[config.mk]
export PLATFORM = sky130hd
export DESIGN_NAME = temp_sampler
export DESIGN_NICKNAME = d
export VERILOG_FILES = /design/src/rtl/thermo_pkg.sv /design/src/rtl/block_avg.sv /design/src/rtl/temp_sampler.sv
export SDC_FILE = /design/constraint.sdc
export NUM_CORES = 1
export LEC_CHECK = 0
export ABC_AREA = 1
export BUFFER_PORTS_ARGS = -buffer_cell sky130_fd_sc_hd__buf_2
export CORE_MARGIN = 4
export CORE_UTILIZATION = 50
export CTS_CLUSTER_DIAMETER = 100
export DETAILED_ROUTE_END_ITERATION = 16
export PLACE_DENSITY = 0.77
export RECOVER_POWER = 50
export SLEW_MARGIN = 20
export SYNTH_ARGS = -nofsm -noshare
export SYNTH_HDL_FRONTEND = slang
export SYNTH_SLANG_ARGS = --single-unit
[constraint.sdc]
create_clock -name clk -period 3 [get_ports clk]
set_input_delay 0.45 -clock clk [delete_from_list [all_inputs] [get_ports clk]]
set_output_delay 0.45 -clock clk [all_outputs]
set_load 0.02 [all_outputs]
[src/rtl/thermo_pkg.sv]
// ============================================================================
// thermo_pkg : shared constants, state type and hysteresis helper
// Rev 1.0
// ============================================================================
`default_nettype none

package thermo_pkg;

  localparam int SAMPLE_W       = 8;
  localparam int DEFAULT_LOG2_N = 3;
  localparam int DEFAULT_HYST   = 2;

  // Thresholds consumed by the downstream thermostat controller
  localparam logic [SAMPLE_W-1:0] GE90_TH      = 8'd90;
  localparam logic [SAMPLE_W-1:0] IDLE_HIGH_TH = 8'd78;
  localparam logic [SAMPLE_W-1:0] IDLE_LOW_TH  = 8'd72;
  localparam logic [SAMPLE_W-1:0] LE70_TH      = 8'd70;

  typedef enum logic [0:0] {
    ST_ACCUM   = 1'b0,
    ST_PUBLISH = 1'b1
  } smp_state_e;

  // 9-bit compare so that avg + hyst never wraps
  function automatic logic hyst_flag(input logic [SAMPLE_W-1:0] avg_t,
                                     input logic [SAMPLE_W-1:0] avg_g,
                                     input logic [3:0]          hyst,
                                     input logic                prev);
    logic [SAMPLE_W:0] t9;
    logic [SAMPLE_W:0] g9;
    logic [SAMPLE_W:0] h9;
    t9 = {1'b0, avg_t};
    g9 = {1'b0, avg_g};
    h9 = {5'b0, hyst};
    if (t9 > g9 + h9) begin
      return 1'b1;
    end else if (t9 + h9 < g9) begin
      return 1'b0;
    end
    return prev;
  endfunction

endpackage

`default_nettype wire

[src/rtl/block_avg.sv]
// ============================================================================
// block_avg : single-channel block accumulator with truncated average output
// Rev 1.0
// ============================================================================
`default_nettype none

module block_avg
  import thermo_pkg::*;
#(
  parameter int LOG2_N = DEFAULT_LOG2_N
) (
  input  logic                clk,
  input  logic                rst,
  input  logic [SAMPLE_W-1:0] sample_i,
  input  logic                add_i,
  input  logic                last_i,
  output logic [SAMPLE_W-1:0] avg_o
);

  localparam int ACC_W = SAMPLE_W + LOG2_N;

  logic [ACC_W-1:0] acc_q;
  logic [ACC_W-1:0] acc_d;
  logic [ACC_W-1:0] sum;

  // N samples of at most 255 always fit in ACC_W bits
  assign sum   = acc_q + ACC_W'(sample_i);
  assign avg_o = sum[ACC_W-1:LOG2_N];

  always_comb begin
    acc_d = acc_q;
    if (add_i) begin
      acc_d = last_i ? '0 : sum;
    end
  end

  always_ff @(posedge clk) begin
    if (rst) begin
      acc_q <= '0;
    end else begin
      acc_q <= acc_d;
    end
  end

endmodule

`default_nettype wire

[src/rtl/temp_sampler.sv]
// ============================================================================
// temp_sampler : decimating t/g block averager with hysteretic t>g flag
// Rev 1.0
// ============================================================================
`default_nettype none

module temp_sampler
  import thermo_pkg::*;
#(
  parameter int LOG2_N = DEFAULT_LOG2_N,
  parameter int HYST   = DEFAULT_HYST
) (
  input  logic                clk,
  input  logic                rst,
  input  logic [SAMPLE_W-1:0] t_raw,
  input  logic [SAMPLE_W-1:0] g_raw,
  input  logic                sample_valid,
  output logic [SAMPLE_W-1:0] gt,
  output logic                t_g_gt,
  output logic                avg_valid
);

  localparam int              CNT_W    = (LOG2_N > 0) ? LOG2_N : 1;
  localparam logic [CNT_W-1:0] CNT_LAST = CNT_W'((1 << LOG2_N) - 1);

  logic [CNT_W-1:0]    cnt_q;
  logic                last_sample;
  logic [SAMPLE_W-1:0] avg_t;
  logic [SAMPLE_W-1:0] avg_g;

  smp_state_e          state_q;
  smp_state_e          state_d;
  logic [SAMPLE_W-1:0] gt_q;
  logic [SAMPLE_W-1:0] gt_d;
  logic                flag_q;
  logic                flag_d;

  assign last_sample = sample_valid && (cnt_q == CNT_LAST);

  // Counter width equals LOG2_N, so it wraps to 0 on the block-completing sample
  generate
    if (LOG2_N == 0) begin : g_cnt_none
      assign cnt_q = '0;
    end else begin : g_cnt_reg
      always_ff @(posedge clk) begin
        if (rst) begin
          cnt_q <= '0;
        end else if (sample_valid) begin
          cnt_q <= cnt_q + CNT_W'(1);
        end
      end
    end
  endgenerate

  block_avg #(.LOG2_N(LOG2_N)) u_avg_t (
    .clk      (clk),
    .rst      (rst),
    .sample_i (t_raw),
    .add_i    (sample_valid),
    .last_i   (last_sample),
    .avg_o    (avg_t)
  );

  block_avg #(.LOG2_N(LOG2_N)) u_avg_g (
    .clk      (clk),
    .rst      (rst),
    .sample_i (g_raw),
    .add_i    (sample_valid),
    .last_i   (last_sample),
    .avg_o    (avg_g)
  );

  always_comb begin
    state_d = ST_ACCUM;
    gt_d    = gt_q;
    flag_d  = flag_q;
    if (last_sample) begin
      state_d = ST_PUBLISH;
      gt_d    = avg_g;
      flag_d  = hyst_flag(avg_t, avg_g, 4'(HYST), flag_q);
    end
  end

  always_ff @(posedge clk) begin
    if (rst) begin
      state_q <= ST_ACCUM;
      gt_q    <= '0;
      flag_q  <= 1'b0;
    end else begin
      state_q <= state_d;
      gt_q    <= gt_d;
      flag_q  <= flag_d;
    end
  end

  assign gt        = gt_q;
  assign t_g_gt    = flag_q;
  assign avg_valid = (state_q == ST_PUBLISH);

endmodule

`default_nettype wire
Word-level counts from Yosys, hierarchy flattened
Cells that the tools add are included.
W data, S select, Z words.
- $add $sub $neg: 5
- order comparisons: 2
- equal/unequal tests: 1
- muxes and demuxes: 8
- reduce and logical (&&, ||, !) cells: 2
- operators by type and width (operator ; number):
    $add A11 B8 Y11 ; 2
    $mux W11 ; 2
    $add A8 B2 Y9 const B ; 2
    $gt A8 B9 Y1 ; 1
    $lt A9 B8 Y1 ; 1
    $mux W1 ; 6
    $add A3 B1 Y3 const B ; 1
    $eq A3 B3 Y1 const B ; 1
    $reduce_and A2 Y1 ; 1
    $logic_and A1 B1 Y1 ; 1
- flip-flop bits (word level): 35
- output and inout port bits: 10

Depth between registers and ports, before layout
- depth in word-level cells: 7
- gate-level depth with buffers: 26
- mapped depth without buffers: 25

Modules after synthesis
A second synthesis with hierarchy kept.
- cell total of the unflattened synthesis: 420
- area total of the unflattened synthesis: 2925.3 um2
- modules (own cells, without submodules) (module ; times used ; cells each ; area an instance (um2) ; seq. area each (um2)):
    temp_sampler ; 1 ; 138 ; 1047.3 ; 260.2
    block_avg (u_avg_g) ; 1 ; 141 ; 945.9 ; 220.2
    block_avg (u_avg_t) ; 1 ; 141 ; 932.1 ; 220.2

Worst setup path before layout
Ideal clock, no wire load.
- path type: input to register
- start: input port g_raw[0]
- end: register flag_q (netlist: t_g_gt)
- library setup time: 0.129 ns
- arrival time: 2.906 ns
- path slack: -0.034 ns
- stages: 16
- cell sequence: ha_1 fa_1 nand3_1 nand2_1 xor2_1 ha_1 inv_1 nor2_1 nand3_1 xor2_1 ha_1 nand2_1 o31ai_1 nor2_1 nand2_1 a21oi_2
- longest elaborated chain between the ends: 6
- elaborated cells on any way between the ends: 9
- classes of those cells: 2 x add/sub; 2 x order compare; 4 x mux; 1 x reduce/logical
- RTL lines (element ; line ; RTL):
    from (decl) ; temp_sampler.sv:16 ; input logic [SAMPLE_W-1:0] g_raw,
    $add A11 B8 Y11 (*) ; block_avg.sv:27 ; assign sum = acc_q + ACC_W'(sample_i);
    net avg_g[1] ; temp_sampler.sv:29 ; logic [SAMPLE_W-1:0] avg_g;
    $add A8 B2 Y9 or $lt A9 B8 Y1 (tied branches) ; thermo_pkg.sv:35, thermo_pkg.sv:37 ;
    $gt A8 B9 Y1 or $mux W1 (tied branches) ; thermo_pkg.sv:35, thermo_pkg.sv:37 ;
    $mux W1 ; thermo_pkg.sv:35 ; if (t9 > g9 + h9) begin
    $mux W1 ; temp_sampler.sv:77 ; if (last_sample) begin
    $reduce_and A2 Y1 (no source line) ; - ;
    to (signal assigned) ; temp_sampler.sv:92 ; flag_q <= flag_d;
    to (decl) ; temp_sampler.sv:35 ; logic flag_q;
Mark *: on every way through the listed nets, which the timed path passes. The rest lies on a longest branch. The select of a mux whose other input is x is not followed.
A chain may end at the register's enable or synchronous reset.

Final worst setup path
- start: register u_avg_g.acc_q[0]
- end: register flag_q (netlist: t_g_gt)
- longest elaborated chain between the ends: 6
- elaborated cells on any way between the ends: 9
- classes of those cells: 2 x add/sub; 2 x order compare; 4 x mux; 1 x reduce/logical
- RTL lines (element ; line ; RTL):
    from (decl) ; block_avg.sv:22 ; logic [ACC_W-1:0] acc_q;
    from (signal assigned) ; block_avg.sv:39 ; acc_q <= '0;
    from (signal assigned) ; block_avg.sv:41 ; acc_q <= acc_d;
    $add A11 B8 Y11 (*) ; block_avg.sv:27 ;
    net avg_g[1] ; temp_sampler.sv:29 ;
    $add A8 B2 Y9 or $lt A9 B8 Y1 (tied branches) ; thermo_pkg.sv:35, thermo_pkg.sv:37 ;
    $gt A8 B9 Y1 or $mux W1 (tied branches) ; thermo_pkg.sv:35, thermo_pkg.sv:37 ;
    $mux W1 ; thermo_pkg.sv:35 ;
    $mux W1 ; temp_sampler.sv:77 ;
    $reduce_and A2 Y1 (no source line) ; - ;
Marked as above.

==> metrics.txt <==
worst rel slew slack=0.608; critical path's most frequent cell=nand2_1; DR vias/cell=between 5 and 6; Max IR drop VDD=between 200 and 250 µV; Mapped Cells=426; Storage cell area=approximately 700 µm²; placement row count=27; EDFF count, synth=0; post-layout util=0.696; pwr/cell area=534 nW/µm²; Setup crit start kind=register; Final ANT Viol Nets=0; most frequent cell after synthesis=nand2_1; CP peak stage delay=roughly 0.40 ns; TritonCTS Sinks=35; area of the multi-input gates=2190 µm²; # DRC=0; worst-skew pair later-pin latency=0.28 ns; initial antenna violation count=0; synth warn=0; slew of the pin with the lowest slew margin=approximately 0.59 ns; Placed Area=approximately 3400 µm²; number of CTS-inserted buffers=5; CTS Hold Bufs=0; most frequent cells after synthesis=nand2_1, inv_1, dfxtp_1, ha_1, nor2_1; # setup viols final=0; Die H=83.9 µm; Mapped Area=between 2000 and 3000 µm²; asr flop ratio synth=0; synthesized flop and latch total=35; Hold Vio Cnt, Final=0; Die W=about 84 µm; Layout Area Growth over Synthesis=33.9%; worst endpoint required time=approximately 3.2 ns; Core Box Area=5540 µm²; WL per Instance=approximately 13 µm; DPL Wire Length=5370 µm; max_cap viols=0; Nets=562; Final Slew Violations=0; Setup Skew=0.00278 ns; clock period minus worst slack=between 2 and 3 ns; Pwr Total=slightly above 2 mW; grt total ovfl=0; final instance area=between 3000 and 4000 µm²; clock-pin slew on the worst setup and hold paths=around 0.070 ns; post-synthesis cell type count=39; CTS Root Cell=clkbuf_8; Yosys top cell area share=0.243; starting density of the core=0.520; Primary FF master, synth=dfxtp_1; drt initial violations=between 100 and 150; CTS Buffer Depth=2; Final period util=0.985; via count=between 3k and 4k; post-synthesis average cell area=6.76 µm²; critical-path cell list=ha_4 > fa_2 > nand3_2 > nand2_4 > xor2_4 > ha_2 > buf_4 > xor2_1 > ha_1 > nand4_1 > o21ai_1 > nand2_1 > nand2_1 > a21oi_1 > nor2_1 > nand2_1 > a21oi_2; status=complete, no violations; CP Class=register to register; CP endpoint kind=register; total detailed-routing wirelength=around 7500 µm; Mapped Nets=between 400 and 500; CTS tree=yes; LEAKAGE=2.04 nW; Max Clk Rate=roughly 0.34 GHz; Worst Path Max Fanout=4; top post-synthesis cells by area=dfxtp_1, nand2_1, ha_1; worst min-delay path class=register to register; share of post-route cells with drive strength above 1=0.300; Critical-path top delay cell=fa_2; post-route setup slack=approximately 0.044 ns; H-Tree Depth=2; ant diodes=0; FF-to-FF setup slack=between 0.04 and 0.05 ns; number of global-route vias before repair=roughly 2.9k; RD Place Congestion=roughly 0.90; drt pass-1 iters=4; Global Route Usage Sum=0.207; first-pass GRT wire length=around 12000 µm; fill count=approximately 460; setup TNS=0 ns; post-synthesis sequential area ratio=0.243; Worst EP arrival=around 3.2 ns; Port Buffer Count=28; area leader, netlist=dfxtp_1; RSZ-0062 raised after global routing=yes; I/O pin total=29; Post-Place Worst Slack=-0.404 ns; largest net degree at the start of global routing=28; Die ar.=between 7000 and 8000 µm²
## timing repair
item / 4_1_cts / 5_1_grt
buffers inserted: 4 / 6
gates resized for setup: 14 / 42
endpoints found under the setup margin: 1 / 1
gates cloned: 0 / 0
pin swaps: 7 / 24
## flip-flops by register name, indices dropped and copies added (netlist names)
register and flops:
cnt_q 3, gt 8, u_avg_t.acc_q 11, u_avg_g.acc_q 11, avg_valid 1, t_g_gt 1
## kinds of logic after synthesis
group / share of synthesized area
compound gates: 0.115
simple gates: 0.325
flops: 0.243
buf+inv: 0.0903
fa+ha+maj: 0.166
xor+xnor: 0.0608
## metal layers
metal  track usage  up-vias  wire, µm
li1              -     1517         -
met1         0.246     1380      3120
met2         0.372       83      3770
met3        0.0316       21       356
met4        0.0775        0       252
met5             0        -         0
## worst max-delay path: cells and delay by family, from the launching register on
family                     cells  cell delay (ns)
AOI/OAI and AO/OA              3             0.37
xor gates and xnor gates       2             0.36
adders and majority gates      4             1.05
buffers and inverters          1             0.13
DFF                            1             0.34
and+or+nand+nor                7             0.64
## power breakdown
| group | switching (mW) | internal, mW | total (mW) | leakage [nW] |
|---|---|---|---|---|
| combinational | 0.633 | 0.563 | 1.20 | 1.71 |
| sequential | 0.0228 | 0.497 | 0.520 | 0.287 |
| clock | 0.164 | 0.180 | 0.344 | 0.0470 |
| total | 0.820 | 1.24 | 2.06 | 2.04 |
## layout by cell type (no fill, tap or decap), types with 3 or more instances in the layout
cell      netlist  final
dfxtp_1        35     33
nand2_2         7      9
o21ai_0         7      6
nand2_1       131    123
ha_4            0      6
o211ai_1        5      5
a21oi_1        33     29
ha_1           35     27
buf_4           0     51
nand3_4         0      3
inv_2           0      4
a21oi_2         4      8
xor2_1         12      9
nand4_1         6      6
nor2_1         34     33
clkbuf_8        0      6
nor2_2          3      3
buf_2           1     28
inv_1          57     53
nand2_4         1      6
nand3_1        18     16
## final timing paths
| kind | end | startpoint | cells after the start |
|---|---|---|---|
| worst max register to register | t_g_gt | u_avg_g.acc_q[0] | 17 |
| worst max-delay path | t_g_gt | u_avg_g.acc_q[0] | 17 |
| worst min-delay path | u_avg_g.acc_q[6] | u_avg_g.acc_q[6] | 2 |
| worst min register to register | u_avg_g.acc_q[6] | u_avg_g.acc_q[6] | 2 |
## metrics by stage
stage / hold slack, ns / instances
floorplan: 0.448 / 426
global placement: 0.455 / 561
detailed placement: 0.461 / 561
CTS: 0.469 / 572
global route: 0.497 / 578
finish: 0.471 / 578
## area by class of cell
| class | count | share of cell area |
|---|---|---|
| tap | 72 | 0.0234 |
| timing repair buffer | 82 | 0.147 |
| clock inverter | 1 | 0.00130 |
| sequential | 35 | 0.182 |
| multi-input combinational | 324 | 0.569 |
| clock buffer | 6 | 0.0214 |
| inverter | 58 | 0.0564 |
Power figures use the tool's default switching activity.
